`config.mk`:
```
export PLATFORM = sky130hd
export DESIGN_NAME = timer_counter
export DESIGN_NICKNAME = d
export VERILOG_FILES = /design/src/rtl/timer_counter.sv
export SDC_FILE = /design/constraint.sdc
export NUM_CORES = 1
export LEC_CHECK = 0
export BUFFER_PORTS_ARGS = -buffer_cell sky130_fd_sc_hd__buf_2
export CAP_MARGIN = 20
export CELL_PAD_IN_SITES_DETAIL_PLACEMENT = 1
export CELL_PAD_IN_SITES_GLOBAL_PLACEMENT = 1
export CORE_MARGIN = 4
export CORE_UTILIZATION = 48
export CTS_CLUSTER_SIZE = 24
export DETAILED_ROUTE_END_ITERATION = 16
export GPL_TIMING_DRIVEN = 0
export HOLD_SLACK_MARGIN = 0.08
export PLACE_DENSITY_LB_ADDON = 0.1
export SKIP_CTS_REPAIR_TIMING = 1
export SYNTH_ARGS = -nofsm -noshare
export SYNTH_HDL_FRONTEND = slang
export SYNTH_SLANG_ARGS = --single-unit
```
`constraint.sdc`:
```
create_clock -name clk -period 6.6 [get_ports clk]
set_clock_uncertainty 0.05 [all_clocks]
set_input_delay 0.99 -clock clk [delete_from_list [all_inputs] [get_ports clk]]
set_output_delay 0.99 -clock clk [all_outputs]
set_load 0.005 [all_outputs]
```
`src/rtl/timer_counter.sv`:
```
`default_nettype none
// ============================================================================
// timer_counter : BCD MM:SS kitchen-timer register with a 1 s countdown prescaler.
// Optional build macro TIMER_SEC_CARRY_EN: a seconds wrap in SET carries into minutes.
// Revision: 1.0
// ============================================================================
module timer_counter #(
  parameter int TICK_DIV = 100_000_000,
  parameter int MAX_MIN  = 59
) (
  input  logic       clk,
  input  logic       reset,
  input  logic       enableCounter,
  input  logic       forward,
  input  logic       resetTimer,
  input  logic       incrementSeg,
  input  logic       incrementMin,
  output logic [3:0] segUnits,
  output logic [3:0] segTens,
  output logic [3:0] minUnits,
  output logic [3:0] minTens,
  output logic       finish,
  output logic       tick
);

  localparam int            PW         = $clog2(TICK_DIV);
  localparam logic [PW-1:0] PRESC_LAST = PW'(TICK_DIV - 1);
  localparam logic [7:0]    MIN_LAST   = {4'(MAX_MIN / 10), 4'(MAX_MIN % 10)};

  logic [7:0]    sec_q, sec_d;
  logic [7:0]    min_q, min_d;
  logic [PW-1:0] presc_q, presc_d;
  logic          tick_q, tick_d;
  logic          inc_seg_q, inc_seg_d;
  logic          inc_min_q, inc_min_d;

  logic set_mode, count_mode, seg_edge, min_edge;

  function automatic logic [7:0] min_inc(input logic [7:0] m);
    if (m == MIN_LAST)          return 8'h00;
    else if (m[3:0] == 4'd9)    return {m[7:4] + 4'd1, 4'd0};
    else                        return {m[7:4], m[3:0] + 4'd1};
  endfunction

  always_comb begin
    set_mode   = enableCounter & forward;
    count_mode = enableCounter & ~forward;
    seg_edge   = incrementSeg & ~inc_seg_q;
    min_edge   = incrementMin & ~inc_min_q;

    sec_d     = sec_q;
    min_d     = min_q;
    presc_d   = presc_q;
    tick_d    = 1'b0;
    inc_seg_d = incrementSeg;
    inc_min_d = incrementMin;

    if (reset) begin
      sec_d     = 8'h00;
      min_d     = 8'h00;
      presc_d   = '0;
      inc_seg_d = 1'b0;
      inc_min_d = 1'b0;
    end else if (resetTimer) begin
      sec_d   = 8'h00;
      min_d   = 8'h00;
      presc_d = '0;
    end else if (set_mode) begin
      presc_d = '0;
      if (seg_edge) begin
        if (sec_q == 8'h59)            sec_d = 8'h00;
        else if (sec_q[3:0] == 4'd9)   sec_d = {sec_q[7:4] + 4'd1, 4'd0};
        else                           sec_d = {sec_q[7:4], sec_q[3:0] + 4'd1};
`ifdef TIMER_SEC_CARRY_EN
        if (sec_q == 8'h59)            min_d = min_inc(min_d);
`endif
      end
      if (min_edge) min_d = min_inc(min_d);
    end else if (count_mode) begin
      if (presc_q == PRESC_LAST) begin
        presc_d = '0;
        tick_d  = 1'b1;
        // 00:00 saturates; otherwise borrow from minutes when seconds are 00
        if (sec_q != 8'h00) begin
          sec_d = (sec_q[3:0] == 4'd0) ? {sec_q[7:4] - 4'd1, 4'd9}
                                       : {sec_q[7:4], sec_q[3:0] - 4'd1};
        end else if (min_q != 8'h00) begin
          sec_d = 8'h59;
          min_d = (min_q[3:0] == 4'd0) ? {min_q[7:4] - 4'd1, 4'd9}
                                       : {min_q[7:4], min_q[3:0] - 4'd1};
        end
      end else begin
        presc_d = presc_q + PW'(1);
      end
    end
  end

  always_ff @(posedge clk) begin
    sec_q     <= sec_d;
    min_q     <= min_d;
    presc_q   <= presc_d;
    tick_q    <= tick_d;
    inc_seg_q <= inc_seg_d;
    inc_min_q <= inc_min_d;
  end

  assign segUnits = sec_q[3:0];
  assign segTens  = sec_q[7:4];
  assign minUnits = min_q[3:0];
  assign minTens  = min_q[7:4];
  assign tick     = tick_q;
  assign finish   = enableCounter & ~forward & (sec_q == 8'h00) & (min_q == 8'h00);

endmodule
`default_nettype wire

```
==> impl_summary.txt, run 1 <==
----------------------------------------------------
[Floorplanning]
  Number of placement rows ... 28
  Placeable core region ... 0.00596 mm²
  Chip width ... 86.8 µm
  Boundary pin count ... 25
  Chip height ... 86.8 µm
  Area of the die ... 0.00753 mm²
  Initial Util ... 50.0%

[Clock network]
  Max Root-Sink Buffers ... 2
  Number of sinks on the clock net ... 46
  Number of levels the H-tree was split into ... 2
  Clock transition at the registers of the reported paths ... 80 ps
  TritonCTS clock tree ... done
  Number of CTS-inserted buffers ... 5
  Worst-skew pair later-pin latency ... 300 ps
  Clock root cell ... clkbuf_8

[Worst setup path]
  Worst-path cell with the longest stage delay ... nor3b_2
  Worst path cell trace ... inv_1 > ha_1 > nor3b_2 > nand4_1 > nor2_1 > buf_2
  Cell family with most CP delay ... simple AND/OR/NAND/NOR gates
  Kind of start point of the critical path ... register
  Data required, critical path ... 5560 ps
  Buf/Inv on CP ... 2
  Maximum fanout along the worst path ... 8
  Kind of end point of the critical path ... output pin
  Data arrival time of the worst path ... 2090 ps
  Kind of critical path ... reg -> out
  Slowest cell delay on critical path ... 460 ps

[Synthesis]
  Leading cell type by number of instances after synthesis ... dfxtp_1
  Top post-synthesis cells by count ... 46 x dfxtp_1, 39 x nor2_1, 33 x nand2_1
  Synthesis-stage register bit count ... 46
  Share of async-settable or async-resettable flops after synthesis ... 0%
  Number of instances in the synthesized netlist ... 372
  Most frequently used flop master after synthesis ... dfxtp_1
  Area contributors post-synth ... dfxtp_1 31%, ha_1 5.9%, xnor2_1 5.6%
  Part of the Yosys area used for sequential elements ... 30.9%
  Net count after synthesis ... 393
  Cell area after synthesis ... 0.00298 mm²
  Yosys top cell area share ... 30.9%
  Cell type with the largest total area after synthesis ... dfxtp_1
  Count of synthesis-stage warnings from yosys ... 0
  Distinct cell type count of the synthesized netlist ... 62
  Mean area per synthesized cell ... 8.01 µm²
  Count of flip-flops with a built-in enable after synthesis ... 0

[Place]
  Pre-CTS setup slack ... 3310 ps
  Buffers added on ports ... 24
  Dpl cells ... 471
  Placed wire-length estimate ... 6.29 mm
  Routability cong. ... 0.873

[Final layout]
  Diode count ... 0
  Fin nets ... 424
  Finished Layout Cells ... 478
  Proportion of layout cells with a drive suffix above 1 ... 11.9%
  Layout area overhead ... 11.0%

[Timing]
  Unrepaired setup endpoints after global routing ... no
  Worst hold slack ... 471 ps
  Slew Viols, Final ... 0
  PnR worst setup slack ... 3470 ps
  Ratio of final minimum period to clock period ... 47.5%
  Post-route minimum period ... 3130 ps
  Maximum clock frequency ... 319 MHz
  Setup total negative slack ... 0 ps
  Max transition margin ... 53.1%
  Fin. Hold Viols ... 0
  Number of setup violations in the final report ... 0
  Tightest Pin Transition ... 698 ps

[Power and ir drop]
  Leakage power ... 1.15 nW
  Max IR drop VDD ... 0.0891 mV
  Pwr per Cell Area ... 168 mW/mm²

[Drt]
  Remaining number of nets flagged by the antenna check after routing ... 0
  Number of DRC violations after detailed routing ... 0
  Average detailed-routed wire length per instance ... 17.4 µm
  1st-iter DRT viols ... 135
  Via Count ... 2913
  Ratio of routed vias to standard cells ... 6.09
  DRT Pass-1 Iters ... 4
  Final routed wirelength across all metal layers ... 8.33 mm

[Global route]
  Remaining Overflow, GRT ... 0
  Number of antenna violations at the first check in global routing ... 0
  Wire length of the first global-routing pass ... 14.1 mm
  Number of global-route vias before repair ... 2988
  Pin count of the biggest net entering global routing ... 14
  GRT Total Usage ... 23.2%

[Status]
  Result of the run ... finished clean

[Flow run]
  Number of max-capacitance violations reported ... 0

[Worst hold path]
  Hold Crit Class ... reg -> reg

----------------------------------------------------
sequential cells by signal, summed over array words and instances (netlist names):
name / count
presc_q: 27
sec_q: 8
inc_min_q: 1
tick: 1
inc_seg_q: 1
min_q: 8
per-stage QoR:
stage,power (mW),cell area [µm²],utilization [%]
after floorplan,0.327,2980,-
after global placement,0.345,3190,53.6
after detailed placement,0.347,3190,53.6
after CTS,0.561,3310,55.5
after global routing,0.581,3310,55.5
final,0.555,3310,55.5
routing by layer:
metal | vias to the layer above | GRT usage, % | wire [µm]
met5 | - | 0 | 0
met4 | 0 | 7.08 | 142
met3 | 14 | 3.04 | 333
met2 | 65 | 41.3 | 4170
met1 | 1416 | 28.7 | 3680
li1 | 1418 | - | -
worst paths after layout:
check / startpoint / endpoint / slack (ps) / cells past startpoint
setup / recovery: min_q[0] / finish / 3470 / 6
hold / removal: presc_q[21] / presc_q[21] / 470 / 2
setup reg to reg: presc_q[1] / presc_q[7] / 3840 / 7
hold reg to reg: presc_q[21] / presc_q[21] / 470 / 2
power by group:
part | internal (mW) | total (mW) | leakage [nW] | switching, mW
clock | 0.121 | 0.214 | 0.0573 | 0.0931
combinational | 0.0204 | 0.0595 | 0.719 | 0.0391
sequential | 0.279 | 0.282 | 0.371 | 0.00239
worst reg2reg max path, cell delays in order (launching register included):
cell      delay, ps
dfxtp_1         380
ha_1            230
nor4bb_1        490
and4_1          290
a21oi_1         120
o21ai_1         530
clkbuf_1        430
nor2_1          120
cell usage in the layout (no fill, tap or decap), types with 5 or more instances in the layout:
cell type / instances
a211oi_1: 10
a21oi_1: 19
and3_1: 6
and4_1: 5
buf_2: 26
clkbuf_1: 15
clkbuf_8: 6
dfxtp_1: 46
ha_1: 14
inv_1: 14
nand2_1: 33
nand3_1: 12
nand4_1: 9
nor2_1: 39
nor3_1: 24
nor4_1: 5
o21ai_0: 8
o31ai_1: 5
xnor2_1: 19
xor2_1: 7
cell type report:
type                       instances  area [µm²]
buffer                            20        92.6
clock buffer                       6        82.6
clock inverter                     1        30.0
fill                             759        2650
inverter                          14        52.6
multi-input combinational        292        1910
sequential                        46         921
tap                               75        93.8
timing repair buffer              24         120
cells by family after synthesis:
logic type / after synthesis / share of synthesized area (%)
AOI/OAI and AO/OA: 77 / 18.3
xor gates and xnor gates: 26 / 7.64
adders and majority gates: 14 / 5.88
buffers and inverters: 34 / 4.87
DFF: 46 / 30.9
muxes: 2 / 0.672
and+or+nand+nor: 173 / 31.7
Power figures use the tool's default switching activity.
==> run 2: changes to the inputs <==
CORE_UTILIZATION = 40   (was 48)
clock period = 2.8 ns   (was 6.6 ns; I/O delays follow)
==> run 2 against run 1 <==
  * Count of clock-buffer cells in the layout unchanged
  * Die area up 18%
  * Combinational power is 140% higher
  * Core utilization down 9.5 points
  * Final area rose by 0.95%
  * Total power increased by 120%
  * Wire length grew 2.4%
  * Critical path depth grew 2
  * Cell count up 5.0%
==> impl_summary.txt, run 2 (same netlist as run 1, synthesis figures left out) <==
----------------------------------------------------
[Status]
  Result of the run ... finished clean (unchanged)

[Final layout]
  Layout filler cell count ... 933 (was 759)
  Most frequent cells in the layout ... 46 x dfxtp_1, 39 x nor2_1, 33 x nand2_1 (unchanged)
  End-of-flow core utilization ... 46.0% (was 55.5%)
  Diode count ... 0 (unchanged)
  Leading cell type in the layout, fill and taps excluded ... dfxtp_1 (unchanged)
  Largest register by flop count ... presc_q (unchanged)
  Max FFs per register ... 27 (unchanged)
  Proportion of layout cells with a drive suffix above 1 ... 12.7% (was 11.9%)
  Fin nets ... 424 (unchanged)
  Finished Layout Cells ... 502 (was 478)
  Layout area overhead ... 12.0% (was 11.0%)
  Top flop regs ... presc_q x27, min_q x8, sec_q x8 (unchanged)

[Power and ir drop]
  Overall power after layout ... 1.23 mW (was 0.555 mW)
  Leakage power ... 1.15 nW (about the same)
  Pwr per Cell Area ... 369 mW/mm² (was 168 mW/mm²)
  Max IR drop VDD ... 0.161 mV (was 0.0891 mV)

[Worst setup path]
  Kind of critical path ... reg -> reg (was reg -> out)
  FF-to-FF Start ... sec_q[0] (was presc_q[1])
  Kind of start point of the critical path ... register (unchanged)
  Kind of end point of the critical path ... register (was output pin)
  Launching instance or port of the critical path ... sec_q[0] (was min_q[0])
  Data arrival time of the worst path ... 2850 ps (was 2090 ps)
  Data required, critical path ... 3010 ps (was 5560 ps)
  Maximum fanout along the worst path ... 8 (unchanged)

[Timing]
  Tightest Pin Transition ... 706 ps (was 698 ps)
  Slew Viols, Final ... 0 (unchanged)
  Fin. Hold Viols ... 0 (unchanged)
  Unrepaired setup endpoints after global routing ... no (unchanged)
  Ratio of final minimum period to clock period ... 94.2%
  Maximum clock frequency ... 379 MHz
  Post-route minimum period ... 2640 ps
  Max transition margin ... 52.6% (was 53.1%)
  Number of setup violations in the final report ... 0 (unchanged)

[Worst hold path]
  Hold Crit Class ... in -> reg (was reg -> reg)
  Launch point of the worst hold path ... incrementMin (was presc_q[21])

[Global route]
  Number of antenna violations at the first check in global routing ... 0 (unchanged)
  Pin count of the biggest net entering global routing ... 14 (unchanged)
  Remaining Overflow, GRT ... 0 (unchanged)
  GRT Total Usage ... 20.3% (was 23.2%)
  Number of global-route vias before repair ... 2975 (was 2988)
  Wire length of the first global-routing pass ... 14.4 mm (was 14.1 mm)

[Clock network]
  Clock root cell ... clkbuf_8 (unchanged)
  Max Root-Sink Buffers ... 2 (unchanged)
  TritonCTS clock tree ... done (unchanged)
  Number of CTS-inserted buffers ... 5 (unchanged)
  Number of levels the H-tree was split into ... 2 (unchanged)
  Clock transition at the registers of the reported paths ... 100 ps (was 80 ps)
  Number of sinks on the clock net ... 46 (unchanged)
  Worst-skew pair later-pin latency ... 310 ps (was 300 ps)

[Floorplanning]
  Initial Util ... 41.1% (was 50.0%)
  Boundary pin count ... 25 (unchanged)
  Number of placement rows ... 31 (was 28)
  Area of the die ... 0.00890 mm² (was 0.00753 mm²)
  Chip height ... 94.3 µm (was 86.8 µm)
  Placeable core region ... 0.00725 mm² (was 0.00596 mm²)
  Chip width ... 94.3 µm (was 86.8 µm)

[Drt]
  Final routed wirelength across all metal layers ... 8.54 mm (was 8.33 mm)
  DRT Pass-1 Iters ... 4 (unchanged)
  Ratio of routed vias to standard cells ... 5.73 (was 6.09)
  Number of DRC violations after detailed routing ... 0 (unchanged)
  1st-iter DRT viols ... 94 (was 135)
  Average detailed-routed wire length per instance ... 17.0 µm (was 17.4 µm)
  Remaining number of nets flagged by the antenna check after routing ... 0 (unchanged)
  Via Count ... 2876 (was 2913)

[Place]
  Placed wire-length estimate ... 6.43 mm (was 6.29 mm)
  Buffers added on ports ... 24 (unchanged)
  Dpl cells ... 495 (was 471)
  Routability cong. ... 0.820 (was 0.873)

[Flow run]
  Number of max-capacitance violations reported ... 0 (unchanged)

----------------------------------------------------
==> run 2: critical path: stages (launching register included) <==
cell      delay [ps]
dfxtp_1          410
inv_1            130
ha_1             250
or3b_1           350
buf_2            160
a2111o_1         370
or4_4            470
a211oi_2         250
o211a_1          160
==> run 2: metal layers <==
| metal | routed length (µm) | vias up | track usage (%) | part of all wire [%] |
|---|---|---|---|---|
| met3 | 213 | 6 | 3.13 | 2.5 |
| met2 | 3930 | 35 | 34.0 | 46 |
| met5 | 0 | - | 0 | 0 |
| met1 | 4330 | 1410 | 27.6 | 51 |
| met4 | 65 | 0 | 4.45 | 0.76 |
| li1 | - | 1425 | - | - |
==> run 2: area by class of cell <==
| class | count | area [µm²] | area share [%] |
|---|---|---|---|
| Inverter | 14 | 52.6 | 1.57 |
| Tap cell | 99 | 124 | 3.71 |
| Buffer | 20 | 92.6 | 2.77 |
| Clock inverter | 1 | 7.51 | 0.225 |
| Timing Repair Buffer | 24 | 120 | 3.60 |
| Multi-Input combinational cell | 292 | 1950 | 58.4 |
| Sequential cell | 46 | 921 | 27.6 |
| Clock buffer | 6 | 72.6 | 2.17 |
==> run 2: metrics by stage <==
stage | setup TNS (ps) | area [µm²] | setup slack [ps] | hold WS (ps)
2_1_floorplan | 0 | 2980 | 442 | 426
4_1_cts | -794 | 3300 | -50.6 | 298
6_report | 0 | 3340 | 163 | 296
5_1_grt | 0 | 3340 | 12.8 | 294
3_5_place_dp | -134 | 3220 | -18.0 | 458
3_3_place_gp | 0 | 3220 | 69.7 | 441
==> run 2: path summary, 6_finish.rpt <==
| kind | endpoint | slack (ps) | depth (start not counted) |
|---|---|---|---|
| min reg2reg | presc_q[21] | 470 | 2 |
| max | min_q[2] | 160 | 8 |
| max reg2reg | min_q[2] | 160 | 8 |
| min | inc_min_q | 300 | 2 |
==> run 2: power by group <==
group          total [mW]  internal (mW)  switching (mW)
Sequential          0.664          0.658         0.00530
Clock               0.423          0.172           0.250
Combinational       0.145         0.0504          0.0946
==> run 3: changes to the inputs <==
PLACE_DENSITY = 0.77   (was not set)
PLACE_DENSITY_LB_ADDON = not set   (was 0.1)
==> run 3 against run 2 <==
  * Global-route usage fell by 0.29 points
  * Combinational power fell by 3%
  * Sequential cell count did not move
  * Worst setup slack got worse by 42 ps
  * Cell count fell by 0.20%
  * Fmax fell by 1.6%
  * Core utilization fell by 0.17 points
  * Count of clock-buffer cells in the layout did not move
  * Largest power group unchanged
  * First-iteration DRC count rose by 31%
==> impl_summary.txt, run 3 (same netlist as run 1, synthesis figures left out) <==
----------------------------------------------------
[Place]
  Routability cong. ... 0.866 (was 0.820)
  Pre-CTS setup slack ... 70.7 ps (was -18.0 ps)
  Area of placed instances ... 0.00322 mm² (unchanged)
  Placed wire-length estimate ... 6.30 mm (was 6.43 mm)
  Buffers added on ports ... 24 (unchanged)

[Global route]
  Pin count of the biggest net entering global routing ... 13 (was 14)
  Number of global-route vias before repair ... 2937 (was 2975)
  Number of antenna violations at the first check in global routing ... 0 (unchanged)
  GRT Total Usage ... 20.0% (was 20.3%)
  Wire length of the first global-routing pass ... 14.5 mm (was 14.4 mm)
  Remaining Overflow, GRT ... 0 (unchanged)

[Drt]
  Number of DRC violations after detailed routing ... 0 (unchanged)
  DRT Pass-1 Iters ... 4 (unchanged)
  Ratio of routed vias to standard cells ... 5.70 (was 5.73)
  Remaining number of nets flagged by the antenna check after routing ... 0 (unchanged)
  Via Count ... 2856 (was 2876)
  1st-iter DRT viols ... 123 (was 94)
  Final routed wirelength across all metal layers ... 8.37 mm (was 8.54 mm)
  Average detailed-routed wire length per instance ... 16.7 µm (was 17.0 µm)

[Power and ir drop]
  Pwr per Cell Area ... 366 mW/mm² (was 369 mW/mm²)
  Max IR drop VDD ... 0.147 mV (was 0.161 mV)
  Overall power after layout ... 1.22 mW (was 1.23 mW)
  Leakage power ... 1.15 nW (about the same)

[Floorplanning]
  Number of placement rows ... 31 (unchanged)
  Placeable core region ... 0.00725 mm² (unchanged)
  Chip width ... 94.3 µm (unchanged)
  Chip height ... 94.3 µm (unchanged)
  Initial Util ... 41.1% (unchanged)
  Area of the die ... 0.00890 mm² (unchanged)
  Boundary pin count ... 25 (unchanged)

[Final layout]
  Largest register by flop count ... presc_q (unchanged)
  Layout area overhead ... 11.6% (was 12.0%)
  End-of-flow core utilization ... 45.9% (was 46.0%)
  Post-route cell area ... 0.00333 mm² (was 0.00334 mm²)
  Fin nets ... 424 (unchanged)
  Leading cell type in the layout, fill and taps excluded ... dfxtp_1 (unchanged)
  Top flop regs ... presc_q x27, min_q x8, sec_q x8 (unchanged)
  Diode count ... 0 (unchanged)
  Most frequent cells in the layout ... 46 x dfxtp_1, 39 x nor2_1, 33 x nand2_1 (unchanged)
  Proportion of layout cells with a drive suffix above 1 ... 12.4% (was 12.7%)
  Max FFs per register ... 27 (unchanged)

[Clock network]
  TritonCTS clock tree ... done (unchanged)
  Number of sinks on the clock net ... 46 (unchanged)
  Number of levels the H-tree was split into ... 2 (unchanged)
  Max Root-Sink Buffers ... 2 (unchanged)
  Worst-skew pair later-pin latency ... 300 ps (was 310 ps)
  Clock root cell ... clkbuf_8 (unchanged)
  Number of CTS-inserted buffers ... 5 (unchanged)
  Clock transition at the registers of the reported paths ... 90 ps (was 100 ps)

[Worst hold path]
  Launch point of the worst hold path ... incrementMin (unchanged)
  Worst hold path stage count ... 2 (unchanged)
  Hold Crit Class ... in -> reg (unchanged)
  Worst Hold Path EP ... inc_min_q (unchanged)

[Timing]
  Number of setup violations in the final report ... 0 (unchanged)
  Maximum clock frequency ... 373 MHz (was 379 MHz)
  Ratio of final minimum period to clock period ... 95.7% (was 94.2%)
  Tightest Pin Transition ... 659 ps (was 706 ps)
  PnR worst setup slack ... 121 ps (was 163 ps)
  Unrepaired setup endpoints after global routing ... no (unchanged)
  Post-route minimum period ... 2680 ps (was 2640 ps)
  Slew Viols, Final ... 0 (unchanged)
  Max transition margin ... 55.8% (was 52.6%)
  Fin. Hold Viols ... 0 (unchanged)
  Setup total negative slack ... 0 ps (unchanged)

[Worst setup path]
  Destination of the worst register-to-register timing path ... sec_q[0] (was min_q[2])
  Data arrival time of the worst path ... 2790 ps (was 2850 ps)
  Data required, critical path ... 2910 ps (was 3010 ps)
  Setup slack, reg-to-reg ... 120 ps (was 160 ps)
  Worst r2r path cells ... 7 (was 8)
  Kind of critical path ... reg -> reg (unchanged)
  FF-to-FF Start ... presc_q[0] (was sec_q[0])
  Maximum fanout along the worst path ... 10 (was 8)
  Kind of end point of the critical path ... register (unchanged)
  Kind of start point of the critical path ... register (unchanged)

[Flow run]
  Number of max-capacitance violations reported ... 0 (unchanged)

[Status]
  Result of the run ... finished clean (unchanged)

----------------------------------------------------
run 3: power by group:
| part | leakage (nW) | switching, mW | internal [mW] |
|---|---|---|---|
| Clock | 0.0431 | 0.220 | 0.191 |
| Combinational | 0.733 | 0.0922 | 0.0492 |
| Sequential | 0.371 | 0.00520 | 0.658 |
| Total | 1.15 | 0.317 | 0.898 |
run 3: area by class of cell:
type                            count  area (µm²)
Buffer                             20        92.6
Clock buffer                        6        82.6
Tap cell                           99         124
Timing Repair Buffer               24         120
Fill cell                         933        3930
Sequential cell                    46         921
Inverter                           14        52.6
Multi-Input combinational cell    292        1930
run 3: critical path, stage by stage (launching register included):
cell       delay (ps)
dfxtp_1           380
ha_1              230
nor4bb_1          490
nand2_1           150
o41a_1            450
buf_6             190
a2111oi_0         460
a211oi_1          130
run 3: through the flow:
step	instances	hold slack, ps
after detailed placement	495	451
after global placement	495	443
after global routing	501	316
after CTS	501	298
final	501	305
after floorplan	372	426
run 3: per-layer routing:
layer	global-route usage, %	part of all wire [%]
met1	26.7	48
met2	33.5	47
met3	2.64	2.9
met4	6.50	1.7
met5	0	0
run 3: worst max path at each step:
stage,end,start,depth (start not counted),slack (ps)
after floorplan,min_q[0],sec_q[0],8,440
after global placement,presc_q[16],forward,7,140
after CTS,presc_q[26],presc_q[0],7,60
after global routing,sec_q[0],presc_q[0],7,4
after detailed placement,presc_q[26],forward,7,70
final,sec_q[0],presc_q[0],7,120
